`config.mk`:
```
export PLATFORM = sky130hd
export DESIGN_NAME = multi_strobe_tagger
export DESIGN_NICKNAME = d
export VERILOG_FILES = /design/src/rtl/multi_strobe_tagger_pkg.sv /design/src/rtl/sync_fifo.sv /design/src/rtl/multi_strobe_tagger.sv
export SDC_FILE = /design/constraint.sdc
export NUM_CORES = 1
export LEC_CHECK = 0
export BUFFER_PORTS_ARGS = -buffer_cell sky130_fd_sc_hd__buf_2
export CORE_MARGIN = 1.5
export CORE_UTILIZATION = 60
export CTS_CLUSTER_DIAMETER = 150
export DETAILED_ROUTE_END_ITERATION = 16
export PLACE_DENSITY_LB_ADDON = 0.15
export SYNTH_ARGS = -nofsm -noshare
export SYNTH_HDL_FRONTEND = slang
export SYNTH_HIERARCHICAL = 1
export SYNTH_SLANG_ARGS = --single-unit
```
`constraint.sdc`:
```
create_clock -name clk -period 9.7 [get_ports clk]
set_input_delay 1.94 -clock clk [delete_from_list [all_inputs] [get_ports clk]]
set_output_delay 1.94 -clock clk [all_outputs]
set_load 0.05 [all_outputs]
```
`src/rtl/multi_strobe_tagger_pkg.sv`:
```
// Shared definitions for the strobe tagger: record layout helpers and the arm FSM states.
// Record layout, MSB to LSB: {rollover, chan_mask[N_CH-1:0], ts[TS_W-1:0]}.
package multi_strobe_tagger_pkg;

    typedef enum logic [1:0] {
        StArm0,
        StArm1,
        StArm2,
        StLive
    } arm_state_e;

    function automatic int unsigned rec_w(input int unsigned n_ch, input int unsigned ts_w);
        return 1 + n_ch + ts_w;
    endfunction

    function automatic int unsigned ts_lsb();
        return 0;
    endfunction

    function automatic int unsigned mask_lsb(input int unsigned ts_w);
        return ts_w;
    endfunction

    function automatic int unsigned rollover_bit(input int unsigned n_ch, input int unsigned ts_w);
        return n_ch + ts_w;
    endfunction

endpackage

```
`src/rtl/sync_fifo.sv`:
```
// First-word fall-through FIFO with a registered read port and full/empty flags.
// Pointers carry one extra wrap bit so full and empty can be told apart.
module sync_fifo #(
    parameter int unsigned WIDTH = 8,
    parameter int unsigned DEPTH = 16
) (
    input  logic             clk,
    input  logic             rst,
    input  logic             wr_en_i,
    input  logic [WIDTH-1:0] wr_data_i,
    input  logic             rd_en_i,
    output logic [WIDTH-1:0] rd_data_o,
    output logic             full_o,
    output logic             empty_o
);

    localparam int unsigned AW = $clog2(DEPTH);

    logic [AW:0]      wr_ptr_q, wr_ptr_d;
    logic [AW:0]      rd_ptr_q, rd_ptr_d;
    logic [WIDTH-1:0] mem_q [DEPTH];
    logic [WIDTH-1:0] data_q, data_d;
    logic             empty_q, empty_d;
    logic             full;
    logic             push;
    logic             pop;

    assign full = (wr_ptr_q[AW] != rd_ptr_q[AW]) && (wr_ptr_q[AW-1:0] == rd_ptr_q[AW-1:0]);
    assign pop  = rd_en_i & ~empty_q;
    // A read in the same cycle frees a slot, so a write into a full FIFO still lands.
    assign push = wr_en_i & (~full | pop);

    always_comb begin
        wr_ptr_d = wr_ptr_q + {{AW{1'b0}}, push};
        rd_ptr_d = rd_ptr_q + {{AW{1'b0}}, pop};
        empty_d  = (wr_ptr_d == rd_ptr_d);
        // The output register always mirrors the head entry of the next cycle.
        if (push && (wr_ptr_q == rd_ptr_d)) begin
            data_d = wr_data_i;
        end else begin
            data_d = mem_q[rd_ptr_d[AW-1:0]];
        end
    end

    always_ff @(posedge clk) begin
        if (push) begin
            mem_q[wr_ptr_q[AW-1:0]] <= wr_data_i;
        end
    end

    always_ff @(posedge clk or posedge rst) begin
        if (rst) begin
            wr_ptr_q <= '0;
            rd_ptr_q <= '0;
            data_q   <= '0;
            empty_q  <= 1'b1;
        end else begin
            wr_ptr_q <= wr_ptr_d;
            rd_ptr_q <= rd_ptr_d;
            data_q   <= data_d;
            empty_q  <= empty_d;
        end
    end

    assign rd_data_o = data_q;
    assign full_o    = full;
    assign empty_o   = empty_q;

endmodule

```
`src/rtl/multi_strobe_tagger.sv`:
```
// N-channel strobe front end: synchronises strobes, detects per-channel edges and queues
// timestamped records (plus timestamp rollover markers) into a FIFO drained as a stream.
module multi_strobe_tagger
    import multi_strobe_tagger_pkg::*;
#(
    parameter int unsigned N_CH       = 4,
    parameter int unsigned TS_W       = 32,
    parameter int unsigned FIFO_DEPTH = 16,
    parameter int unsigned OVF_W      = 16
) (
    input  logic                 clk,
    input  logic                 rst,
    input  logic [N_CH-1:0]      strobe_in,
    input  logic [N_CH-1:0]      chan_en,
    input  logic [N_CH-1:0]      falling_mask,
    output logic                 out_valid,
    input  logic                 out_ready,
    output logic [N_CH+TS_W:0]   out_data,
    output logic                 overflow,
    output logic [OVF_W-1:0]     ovf_count,
    input  logic                 clear_ovf
);

    localparam int unsigned REC_W    = rec_w(N_CH, TS_W);
    localparam int unsigned TS_LSB   = ts_lsb();
    localparam int unsigned MASK_LSB = mask_lsb(TS_W);
    localparam int unsigned ROLL_BIT = rollover_bit(N_CH, TS_W);

    logic [N_CH-1:0]  edge_raw;
    logic [N_CH-1:0]  edge_q;
    logic [TS_W-1:0]  ts_q;
    arm_state_e       arm_state_q;
    logic             armed_q;
    logic             ts_zero;
    logic             wr_req;
    logic [REC_W-1:0] wr_data;
    logic             fifo_full;
    logic             fifo_empty;
    logic             pop;
    logic             drop;
    logic             overflow_q, overflow_d;
    logic [OVF_W-1:0] ovf_count_q, ovf_count_d;

    for (genvar g = 0; g < int'(N_CH); g++) begin : g_chan
        logic s1_q, s2_q, prev_q;

        always_ff @(posedge clk or posedge rst) begin
            if (rst) begin
                s1_q   <= 1'b0;
                s2_q   <= 1'b0;
                prev_q <= 1'b0;
            end else begin
                s1_q   <= strobe_in[g];
                s2_q   <= s1_q;
                prev_q <= s2_q;
            end
        end

        assign edge_raw[g] = (s2_q ^ falling_mask[g]) & ~(prev_q ^ falling_mask[g]) & chan_en[g];
    end

    // Levels present across reset reach the edge detector during the first three cycles.
    always_ff @(posedge clk or posedge rst) begin
        if (rst) begin
            arm_state_q <= StArm0;
            armed_q     <= 1'b0;
        end else begin
            case (arm_state_q)
                StArm0:  arm_state_q <= StArm1;
                StArm1:  arm_state_q <= StArm2;
                StArm2: begin
                    arm_state_q <= StLive;
                    armed_q     <= 1'b1;
                end
                default: arm_state_q <= StLive;
            endcase
        end
    end

    always_ff @(posedge clk or posedge rst) begin
        if (rst) begin
            edge_q <= '0;
            ts_q   <= '0;
        end else begin
            edge_q <= armed_q ? edge_raw : '0;
            ts_q   <= ts_q + TS_W'(1);
        end
    end

    assign ts_zero = (ts_q == '0);
    assign wr_req  = armed_q & ((|edge_q) | ts_zero);

    always_comb begin
        wr_data                         = '0;
        wr_data[TS_LSB +: TS_W]         = ts_q;
        wr_data[MASK_LSB +: N_CH]       = edge_q;
        wr_data[ROLL_BIT]               = ts_zero;
    end

    assign out_valid = ~fifo_empty;
    assign pop       = out_valid & out_ready;
    assign drop      = wr_req & fifo_full & ~pop;

    sync_fifo #(
        .WIDTH (REC_W),
        .DEPTH (FIFO_DEPTH)
    ) u_fifo (
        .clk       (clk),
        .rst       (rst),
        .wr_en_i   (wr_req),
        .wr_data_i (wr_data),
        .rd_en_i   (out_ready),
        .rd_data_o (out_data),
        .full_o    (fifo_full),
        .empty_o   (fifo_empty)
    );

    // A clear coinciding with a drop leaves exactly that one drop recorded.
    always_comb begin
        overflow_d  = overflow_q;
        ovf_count_d = ovf_count_q;
        if (clear_ovf) begin
            overflow_d  = drop;
            ovf_count_d = drop ? OVF_W'(1) : '0;
        end else if (drop) begin
            overflow_d = 1'b1;
            if (ovf_count_q != '1) begin
                ovf_count_d = ovf_count_q + OVF_W'(1);
            end
        end
    end

    always_ff @(posedge clk or posedge rst) begin
        if (rst) begin
            overflow_q  <= 1'b0;
            ovf_count_q <= '0;
        end else begin
            overflow_q  <= overflow_d;
            ovf_count_q <= ovf_count_d;
        end
    end

    assign overflow  = overflow_q;
    assign ovf_count = ovf_count_q;

endmodule

```
==> summary.md <==
| Metric | Value |
|---|---|
| Status | `finished clean` |
| Core area | `0.0454 mm²` |
| H-tree Lvls | `3` |
| Crit path cell chain | `inv_1, ha_1, nor4b_1, nand4_1, o21a_1, nor2b_1, o41ai_4, buf_4, nor3_2, buf_4` |
| Placed cell count | `1988` |
| Rows | `78` |
| CP max stage cell | `nor3_2` |
| Chip Width | `218 µm` |
| Sequential area share after synthesis | `0.748` |
| Max clock buf depth | `3` |
| GRT Overall Usage | `0.252` |
| Period utilization | `0.524` |
| Crit end category | `flop` |
| Die Area | `0.0473 mm²` |
| Final routed DRC violation total | `0` |
| Ant. Diodes | `0` |
| Largest family of logic cells by synthesized area | `multiplexers` |
| Post-Synth Adder-Cell Area | `0.00317` |
| Vias in the first global route | `13800` |
| Unrepaired setup endpoints after global routing | `false` |
| Post-route setup slack | `4.62 ns` |
| Slew HR | `0.157` |
| R2R setup slack | `4.62 ns` |
| DR WL/cell | `27.0 µm` |
| WP data required | `9.92 ns` |
| Multi-input gate area | `0.00677 mm²` |
| Netlist Area Pre-Place | `0.0276 mm²` |
| DIE HEIGHT | `218 µm` |
| Root buffer cell | `clkbuf_16` |
| Synth unique cells | `43` |
| 1st-pass router iterations | `5` |
| Reg-to-Reg End | `u_fifo/mem_q[13][19]` |
| GR Overflow Total | `0` |
| Fraction of layout cells with a size suffix above 1 | `0.254` |
| Mux contribution to synthesized area | `0.176` |
| DP HPWL | `29.6 mm` |
| Routed Antenna Nets | `0` |
| Crit path launch type | `flop` |
| Initial core utilization | `0.609` |
| Clk_lat worst skew | `0.59 ns` |
| GRT met1 Usage | `0.360` |
| Min-delay worst type | `flop to flop` |
| Worst-Margin Slew | `1.26 ns` |
| Mapped Cells | `1348` |
| GR met3 Demand/Resource | `0.0420` |
| Post-layout min period | `5.08 ns` |
| # fillers | `2896` |
| Fin Setup TNS | `0 ns` |
| Reg2Reg Depth | `10` |
| Area growth syn-to-layout | `12.6%` |
| Hold Path Origin | `g_chan[2].s1_q` |
| EDFF count, synth | `592` |
| YS warnings | `6` |
| Syn Nets | `1371` |
| Final setup violation count | `0` |
| Max-slew violations | `0` |
| Post-synth ARST share | `0.164` |
| First-pass GRT wire length | `86.4 mm` |
| Max_cap viols | `0` |
| Clock Sinks | `708` |
| XOR/XNOR Fraction of Synth Area | `0.0165` |
| Clock-pin slew on the worst setup and hold paths | `0.06 ns` |
| Dpl ws | `4.36 ns` |
| Max stage delay on crit path | `1.03 ns` |
| Crit Path Max Fanout | `32` |
| Met2 track demand over resource | `0.408` |
| CTS Hold Bufs | `0` |
| Power Density | `310 mW/mm²` |
| Syn avg cell area | `20.5 µm²` |
| Vias post-DR | `13500` |
| Max Freq | `197 MHz` |
| Layout Nets | `1483` |
| Final hold viol count | `0` |
| I/O Buffers | `70` |
| #FFs+latches synth | `708` |
| I/O Pins | `71` |
| Post-CTS setup buffers | `0` |
| Peak supply drop | `0.000338 V` |
| Inserted Clock Buffers | `70` |
| Synth Area in Compound Gates | `0.00933` |
| Final Skew | `0.0191 ns` |
| Fraction of the mapped netlist area in simple logic gates | `0.0338` |
| GPL Wtd Cong | `0.774` |
| Most common cell on crit path | `buf_4` |
| Worst hold endpoint | `g_chan[2].s2_q` |
| Top FF cell, synth | `edfxtp_1` |
| Hold Path Cell Cnt | `0` |
| Storage cell area | `0.0207 mm²` |
| GR peak layer | `met2` |
| Post_cts resized | `0` |
| CTS tree | `yes` |
| Crit Path Category | `flop to flop` |
| FF-to-FF Start | `ts_q[0]` |
| Vias per Instance | `6.37` |
| P_leak | `10.6 nW` |
| Post-Route WL | `57.1 mm` |
| WP data arrival | `5.30 ns` |
| Initial antenna violation count | `0` |
| Largest net degree at the start of global routing | `102` |
| Initial drt markers | `1136` |
| Fin cells | `2113` |
==> per-layer routing <==
metal,vias to the layer above,wire length [µm]
li1,5728,-
met1,7215,24000
met2,420,28500
met3,100,3320
met4,0,1310
met5,-,0
==> where the power goes <==
group	internal [mW]	leakage, nW	switching, mW
combinational	1.43	2.73	1.82
sequential	3.61	6.79	0.145
clock	1.57	1.10	1.08
total	6.61	10.6	3.05
==> kinds of logic (layout without fill, tap and decap cells) <==
group | Yosys count | after routing
mux | 297 | 297
compound gates | 38 | 38
simple gates | 168 | 168
flops | 708 | 708
fa+ha+maj | 7 | 7
xor+xnor | 52 | 52
buf+inv | 78 | 243
==> worst max-delay path, delay by kind of cell, from the launching register on <==
| family | cells | cell delay (ns) |
|---|---|---|
| simple gates | 4 | 2.04 |
| buf+inv | 3 | 1.09 |
| compound gates | 2 | 0.73 |
| flops | 1 | 0.64 |
| fa+ha+maj | 1 | 0.16 |
==> stage by stage <==
step,total power [mW],util,hold WS (ns),area (µm²)
after floorplan,6.31,-,0.331,27600
after global placement,7.04,0.636,0.332,28900
after detailed placement,7.11,0.636,0.342,28900
after CTS,9.77,0.686,0.357,31100
after global routing,10.1,0.686,0.359,31100
final,9.65,0.686,0.354,31100
==> how the worst max path moves through the flow <==
stage | start | to | slack, ns | depth (start not counted)
after floorplan | out_ready | u_fifo/mem_q[0][0] | 2.93 | 3
after detailed placement | out_ready | u_fifo/rd_data_o[29] | 4.36 | 10
after global placement | out_ready | u_fifo/rd_data_o[0] | 4.43 | 9
final | ts_q[0] | u_fifo/mem_q[13][19] | 4.62 | 10
after global routing | ts_q[0] | u_fifo/mem_q[13][19] | 4.33 | 10
after CTS | ts_q[0] | u_fifo/mem_q[13][20] | 4.57 | 10
==> final cells by class <==
class | instances | share of cell area
flip-flops and latches | 708 | 0.665
multi-input cells | 562 | 0.218
clock buffers | 92 | 0.0612
inverters | 15 | 0.00185
well taps | 600 | 0.0241
repair buffers | 103 | 0.0196
clock inverters | 33 | 0.0110
==> Yosys cell counts, types with 11 or more instances <==
library cell  count  area share
dfrtp_1         115        0.10
nor4_1           15      0.0034
xor2_1           18      0.0057
o31ai_1          11      0.0030
nand3_1          25      0.0045
edfxtp_1        592        0.64
a21oi_1          14      0.0025
nand4_1          18      0.0041
nor2_1           20      0.0027
clkbuf_1         31      0.0042
nand2_1          27      0.0037
mux2i_1         111       0.040
mux2_1           31       0.013
nor3_1           20      0.0036
buf_2            19      0.0034
mux4_2          148        0.12
xnor2_1          34       0.011
or4_1            14      0.0038
inv_1            15      0.0020
==> cells in the final DEF (no fill, tap or decap), types with 3 or more instances in the layout <==
cell type / n
buf_4: 32
bufinv_16: 7
a21oi_1: 14
edfxtp_1: 592
nor3_1: 11
o21ai_0: 6
xnor2_1: 34
clkinv_2: 10
clkbuf_16: 71
nor4_2: 7
o31ai_1: 11
nor3_2: 7
inv_1: 13
clkbuf_8: 5
nand2_1: 27
nand2b_1: 6
buf_2: 70
or4_1: 14
nand3_1: 25
nor2b_1: 3
mux2i_1: 111
clkinv_1: 12
nor2_1: 20
ha_1: 5
nor4_1: 9
mux2_1: 31
xor2_1: 16
mux2_2: 7
dfrtp_1: 115
mux4_2: 148
and3_1: 8
nand4_1: 18
clkbuf_1: 16
==> flip-flops by register name, indices dropped and copies added (netlist names) <==
register,cells
u_fifo/mem_q,592
u_fifo/rd_data_o,37
ts_q,32
ovf_count,16
u_fifo/rd_ptr_q,5
u_fifo/wr_ptr_q,5
edge_q,4
g_chan.prev_q,4
g_chan.s1_q,4
g_chan.s2_q,4
arm_state_q,2
armed_q,1
overflow,1
u_fifo/empty_o,1
Note: power is estimated with default switching activity, not from simulation.
